### src/rtl/sha3_padder_576.sv
// Packs 32-bit message words into 576-bit rate blocks with multi-rate padding for the Keccak stage.
// Build option: define SHA3_DOMAIN_PAD_EN to use the SHA-3 first pad byte 0x06 instead of 0x01.
module sha3_padder_576 (
  input  logic         clk,
  input  logic         reset,
  input  logic [31:0]  in,
  input  logic         in_ready,
  input  logic         is_last,
  input  logic [1:0]   byte_num,
  output logic         buffer_full,
  output logic [575:0] out,
  output logic         out_ready,
  input  logic         f_ack
);

  typedef enum logic [1:0] {
    ST_ABSORB = 2'd0,
    ST_PAD    = 2'd1,
    ST_FULL   = 2'd2
  } state_e;

`ifdef SHA3_DOMAIN_PAD_EN
  localparam logic [7:0] PAD_BYTE = 8'h06;
`else
  localparam logic [7:0] PAD_BYTE = 8'h01;
`endif
  localparam logic [4:0]  LAST_SLOT  = 5'd17;
  localparam logic [31:0] FINAL_MARK = 32'h0000_0080;

  state_e         state_q, state_d;
  logic [575:0]   out_q, out_d;
  logic [4:0]     cnt_q, cnt_d;
  logic           out_ready_q, out_ready_d;
  logic           buffer_full_q, buffer_full_d;
  logic           pad_done_q, pad_done_d;
  logic           shift_s;
  logic           padding_s;
  logic [31:0]    word_s;

  // Keep the valid leading bytes, place the pad byte, zero everything after it.
  function automatic logic [31:0] pad_word(input logic [31:0] w, input logic [1:0] n);
    logic [31:0] r;
    case (n)
      2'd0:    r = {PAD_BYTE, 24'h00_0000};
      2'd1:    r = {w[31:24], PAD_BYTE, 16'h0000};
      2'd2:    r = {w[31:16], PAD_BYTE, 8'h00};
      2'd3:    r = {w[31:8], PAD_BYTE};
      default: r = {PAD_BYTE, 24'h00_0000};
    endcase
    return r;
  endfunction

  // Next-state, word selection and block assembly.
  always_comb begin
    state_d     = state_q;
    out_d       = out_q;
    cnt_d       = cnt_q;
    out_ready_d = out_ready_q;
    pad_done_d  = pad_done_q;
    shift_s     = 1'b0;
    padding_s   = 1'b0;
    word_s      = 32'h0000_0000;

    case (state_q)
      ST_ABSORB: begin
        if (in_ready && !buffer_full_q) begin
          shift_s = 1'b1;
          if (is_last) begin
            word_s     = pad_word(in, byte_num);
            padding_s  = 1'b1;
            pad_done_d = 1'b1;
            state_d    = (cnt_q == LAST_SLOT) ? ST_FULL : ST_PAD;
          end else begin
            word_s  = in;
            state_d = (cnt_q == LAST_SLOT) ? ST_FULL : ST_ABSORB;
          end
          if (cnt_q == LAST_SLOT) begin
            out_ready_d = 1'b1;
          end else begin
            out_ready_d = 1'b0;
          end
        end else begin
          state_d = ST_ABSORB;
        end
      end
      ST_PAD: begin
        shift_s   = 1'b1;
        padding_s = pad_done_q;
        if (cnt_q == LAST_SLOT) begin
          out_ready_d = 1'b1;
          state_d     = ST_FULL;
        end else begin
          state_d = ST_PAD;
        end
      end
      ST_FULL: begin
        if (f_ack) begin
          out_ready_d = 1'b0;
          cnt_d       = 5'd0;
          pad_done_d  = 1'b0;
          state_d     = ST_ABSORB;
        end else begin
          state_d = ST_FULL;
        end
      end
      default: begin
        state_d = ST_ABSORB;
      end
    endcase

    // The 18th word of a padded block carries the closing 0x80 bit.
    if (shift_s) begin
      if (padding_s && (cnt_q == LAST_SLOT)) begin
        word_s = word_s | FINAL_MARK;
      end else begin
        word_s = word_s;
      end
      out_d = {out_q[543:0], word_s};
      cnt_d = cnt_q + 5'd1;
    end else begin
      out_d = out_d;
    end

    buffer_full_d = (state_d != ST_ABSORB);
  end

  // State and output registers.
  always_ff @(posedge clk) begin
    if (reset) begin
      state_q       <= ST_ABSORB;
      out_q         <= 576'd0;
      cnt_q         <= 5'd0;
      out_ready_q   <= 1'b0;
      buffer_full_q <= 1'b0;
      pad_done_q    <= 1'b0;
    end else begin
      state_q       <= state_d;
      out_q         <= out_d;
      cnt_q         <= cnt_d;
      out_ready_q   <= out_ready_d;
      buffer_full_q <= buffer_full_d;
      pad_done_q    <= pad_done_d;
    end
  end

  assign out         = out_q;
  assign out_ready   = out_ready_q;
  assign buffer_full = buffer_full_q;

endmodule

### config.mk
export PLATFORM = sky130hd
export DESIGN_NAME = sha3_padder_576
export DESIGN_NICKNAME = d
export VERILOG_FILES = /design/src/rtl/sha3_padder_576.sv
export SDC_FILE = /design/constraint.sdc
export NUM_CORES = 1
export LEC_CHECK = 0
export ABC_AREA = 1
export CORE_AREA = 10 10 231 233
export CTS_CLUSTER_DIAMETER = 120
export DETAILED_ROUTE_END_ITERATION = 10
export DIE_AREA = 0 0 241 243
export HOLD_SLACK_MARGIN = 0.12
export PLACE_DENSITY = 0.8
export SLEW_MARGIN = 20
export SYNTH_ARGS = -nofsm -noshare
export SYNTH_HDL_FRONTEND = slang
export SYNTH_SLANG_ARGS = --single-unit
### constraint.sdc
create_clock -name clk -period 2.03 [get_ports clk]
set_input_delay 0.406 -clock clk [delete_from_list [all_inputs] [get_ports clk]]
set_output_delay 0.406 -clock clk [all_outputs]
set_load 0.05 [all_outputs]
After elaboration in Yosys (flattened, before gate mapping)
Index checks and enable logic that the tools add are counted.

Add/subtract/negate cells: 1. Eq/ne operators: 10. Mux-type cells: 27. Reduce and logical (&&, ||, !) cells: 13.

Operator list (count): $pmux W32 S4 (1); $mux W32 (3); $mux W5 (3); $mux W2 (5); $mux W1 (9); $mux W8 (1); $ne A2 B2 Y1 const B (4); $reduce_and A4 Y1 (2); $reduce_bool A2 Y1 (4); $eq A2 B2 Y1 const B (3); $pmux W1 S2 (3); $pmux W2 S3 (1); $add A5 B1 Y5 const B (1); $eq A5 B5 Y1 const B (1); $eq A2 B1 Y1 const B (2); $logic_not A2 Y1 (2); $pmux W1 S3 (1); $reduce_bool A3 Y1 (1); $logic_and A1 B1 Y1 (2); $reduce_and A2 Y1 (1); $logic_not A1 Y1 (1).

Bits in registers: 586. Output and inout bits: 578. Input bits: 39. Word-level logic and storage cells: 57.

Logic depth before layout (Yosys ltp)
Depth in word-level cells: 6. Depth in mapped cells: 9. Gate-level depth less buffers: 8.

Worst setup path before layout
OpenSTA, ideal clock, no wires.

Path type: register -> register. Start: register buffer_full_q (netlist: buffer_full). End: register out_q[255] (netlist: out[255]). Period minus slack after synthesis: 1642 ps. Data required time: 1914 ps. Data arrival time: 1526 ps. Library setup time: 116 ps. Stages on the path, launching flop included: 9. Setup slack: 388 ps. Cell sequence: dfxtp_1 > nor2_4 > nand2_4 > nand2_4 > buf_6 > buf_8 > buf_6 > o21ai_0 > nor2_1.

Longest elaborated chain between the ends: 4.

Ends and longest elaborated chain: start, declared (RTL line 34) `logic buffer_full_q, buffer_full_d;`; start signal, assigned (RTL line 141) `buffer_full_q <= buffer_full_d;`; $logic_not A1 Y1 (RTL line 66) `if (in_ready && !buffer_full_q) begin`; $logic_and A1 B1 Y1 (RTL line 66); $mux W1 (RTL line 66); $pmux W1 S2 (RTL line 64) `case (state_q)`; end signal, assigned (RTL line 138) `out_q <= out_d;`; end, declared (RTL line 31) `logic [575:0] out_q, out_d;`.

No other way between the ends. A chain may end at the register's enable or synchronous reset.

Final worst setup path
Start: register out_q[119] (netlist: out[119]). End: output out[119].

RTL lines: end, declared (RTL line 11) `output logic [575:0] out,`.

No word-level cell between the ends.

==> impl_metrics.py <==
metrics = {
    "sta": {
        "finalClockSkew_ns": 0.0249,
        "max_slew_margin_pct": 62.5,
        "holdWs_ns": 0.366,
        "setup_viol": 0,
        "fin_ws_ns": 0.0354,
        "worstMarginPinSlew_ns": 0.565,
        "maxSlewViolCount": 0,
        "period_needed_ns": 1.99,
        "hold_viol_final": 0,
        "finalCritPeriodShare_pct": 98.3,
        "rsz0062_at_grt": "no",
        "fmax_mhz": 501,
    },
    "cells_and_area": {
        "final_common_cell": "nor2_1",
        "final_area_sq_um": 28400,
        "antennaDiodeCount": 0,
        "final_cell_count_no_fill": 3862,
        "fillers": 4374,
        "drive_above_1_share_pct": 14.6,
        "area_growth_pct": 38.7,
        "fin_nets": 3236,
        "final_cell_mix": "1,099 x nor2_1, 586 x dfxtp_1, 345 x buf_4",
    },
    "synth": {
        "syn-num-nets": 2640,
        "netlist_instances": 2595,
        "ys_seq_area_share_pct": 57.2,
        "synth_cell_types": 26,
        "syn_area_per_cell_sq_um": 7.90,
        "synth-seq-cells": 586,
        "yosys-top-cells-area": "dfxtp_1 57%, nor2_1 20%, o21ai_0 8.1%",
        "synth_edf_count": 0,
        "synth_top_area_share_pct": 57.2,
        "synthArstFlopShare_pct": 0,
        "yosys_warnings": 0,
        "yosysTopAreaCell": "dfxtp_1",
        "synthFlopType": "dfxtp_1",
        "syn_area_sq_um": 20500,
    },
    "power": {
        "p_int_uw": 21700,
        "p_sw_share_pct": 38.8,
        "netSwitchingPower_uw": 13800,
        "p_leak_uw": 0.0137,
        "p_per_area_nw_per_um2": 1250,
        "seq_power_share_pct": 40.0,
        "vdd_drop_max_mv": 0.904,
        "pwr-share-comb_pct": 30.0,
        "clockPowerShare_pct": 30.0,
    },
    "floorplan": {
        "dieHeight_um": 243,
        "ioPinCount": 617,
        "die_w_um": 241,
        "dieArea_sq_um": 58600,
        "coreArea_sq_um": 48600,
        "rows": 81,
        "initial_core_util_pct": 42.1,
    },
    "setup_path": {
        "crit_chain": "dlygate4sd2_1",
        "worstPathRequired_ns": 1.62,
        "r2r_slack_ns": 0.22,
        "slowest_delay_ns": 0.56,
        "crit_arrival_ns": 1.59,
        "end_kind": "primary output",
        "critPathLaunchType": "flip-flop",
        "cp_top_family": "buffers and inverters",
        "worst-path-max-fanout": 3,
        "crit_buf_inv": 1,
        "slowest_stage": "dlygate4sd2_1",
        "critPathKind": "flip-flop to primary output",
    },
    "grt": {
        "grt_max_degree": 74,
        "overflow": 0,
        "grt_usage_pct": 25.2,
        "grt_pass1_vias": 19000,
        "antenna_found_initial": 1,
        "grt_pass1_wl_mm": 116,
    },
    "placement": {
        "dpl_worst_slack_ns": -0.0533,
        "placed_area_sq_um": 26900,
        "placed_cells_incl_taps": 3753,
        "portBuffers": 616,
        "gp_congestion": 0.932,
        "place_hpwl_mm": 58.1,
    },
    "outcome": {
        "status": "finished, final reports clean",
    },
    "detailed_routing": {
        "vias_per_cell": 5.20,
        "wl_per_cell_um": 20.2,
        "drt_iter0_drc": 1911,
        "drc": 0,
        "antenna_left": 0,
        "vias": 20100,
        "wirelength_mm": 78.2,
        "drt_pass1_iterations": 7,
    },
    "clock_tree": {
        "cts_setup_buffers": 0,
        "cts.clk_slew.worst_paths_ns": 0.07,
        "htree_levels": 2,
        "cts_buffer_depth": 3,
        "clk_latency_ns": 0.62,
        "root_buffer": "clkbuf_16",
        "numCtsBuffers": 58,
        "cts_sinks": 586,
        "hold_buffers": 0,
        "cts_tree": "built",
    },
    "min_path": {
        "hp-class": "primary input to flip-flop",
    },
    "run": {
        "maxCapViolCount": 0,
    },
}
-- layout make-up --
| type | count | area [sq um] | share of cell area [%] |
|---|---|---|---|
| Timing Repair Buffer | 725 | 6310 | 22.2 |
| Clock inverter | 19 | 163 | 0.572 |
| Tap cell | 622 | 778 | 2.74 |
| Sequential cell | 586 | 11700 | 41.3 |
| Inverter | 19 | 86.3 | 0.304 |
| Multi-Input combinational cell | 1801 | 7620 | 26.8 |
| Clock buffer | 90 | 1740 | 6.13 |
-- path summary, 6_finish.rpt --
| kind | from | end | depth (start not counted) |
|---|---|---|---|
| setup reg to reg | state_q[0] | out[313] | 9 |
| hold / removal | in[30] | out[30] | 3 |
| setup / recovery | out[119] | out[119] | 1 |
| hold reg to reg | out_ready | out_ready | 2 |
-- sequential cells by signal, summed over array words and instances (netlist names) --
| register | cells |
|---|---|
| out | 576 |
| buffer_full | 1 |
| cnt_q | 5 |
| pad_done_q | 1 |
| state_q | 2 |
| out_ready | 1 |
-- worst reg2reg max path, stage by stage, from the launching register on --
cell,delay [ns]
dfxtp_1,0.36
inv_1,0.07
ha_1,0.29
nand2_4,0.14
nand2_8,0.07
inv_8,0.15
buf_12,0.27
buf_4,0.25
nor2_1,0.07
nor2_1,0.09
-- per-stage QoR --
stage                     util (%)  power, uW  setup TNS [ns]
final                         58.4      35600               0
after global routing          58.4      36800               0
after CTS                     58.4      35600               0
after detailed placement      55.3      25500           -2.62
after global placement        55.3      25400         -0.0896
after floorplan                  -      21300               0
-- power by group through the flow --
stage	registers, uW	clock network, uW	logic, uW
floorplan	18500	0	2770
finish	14200	10700	10700
detailed placement	14400	0	11100
CTS	14200	10700	10700
global route	14300	11200	11300
global placement	14400	0	11000
-- synth_stat cells (2+ instances only) --
cell / n
buf_4: 2
inv_1: 17
buf_6: 31
nand2_1: 83
clkbuf_1: 80
buf_12: 2
nand2_4: 2
ha_1: 6
o21ai_1: 221
a21oi_1: 41
nand4_1: 7
dfxtp_1: 586
buf_2: 71
nor2_1: 1099
nand3_1: 6
o21bai_1: 2
o21ai_0: 330
-- logic make-up after synthesis --
group                    count (synthesis)  synth area share, %
buffers and inverters                  208                 5.63
AND/OR/NAND/NOR                       1200                 22.2
adder cells (fa/ha/maj)                  6                0.366
flip-flops                             586                 57.2
AO/OA/AOI/OAI                          595                 14.6
-- layer usage --
| metal | vias up | track usage (%) | wire length [um] |
|---|---|---|---|
| li1 | 9548 | - | - |
| met1 | 9419 | 29.2 | 29600 |
| met2 | 938 | 41.6 | 36800 |
| met3 | 174 | 8.25 | 8320 |
| met4 | 2 | 11.0 | 3400 |
| met5 | - | 0 | 18 |
-- timing repair --
item | 4_1_cts | 5_1_grt
setup endpoints to repair | 313 | 15
resized for setup | 319 | 15
hold endpoints to repair | 0 | 0
(Power assumes the default switching activity.)
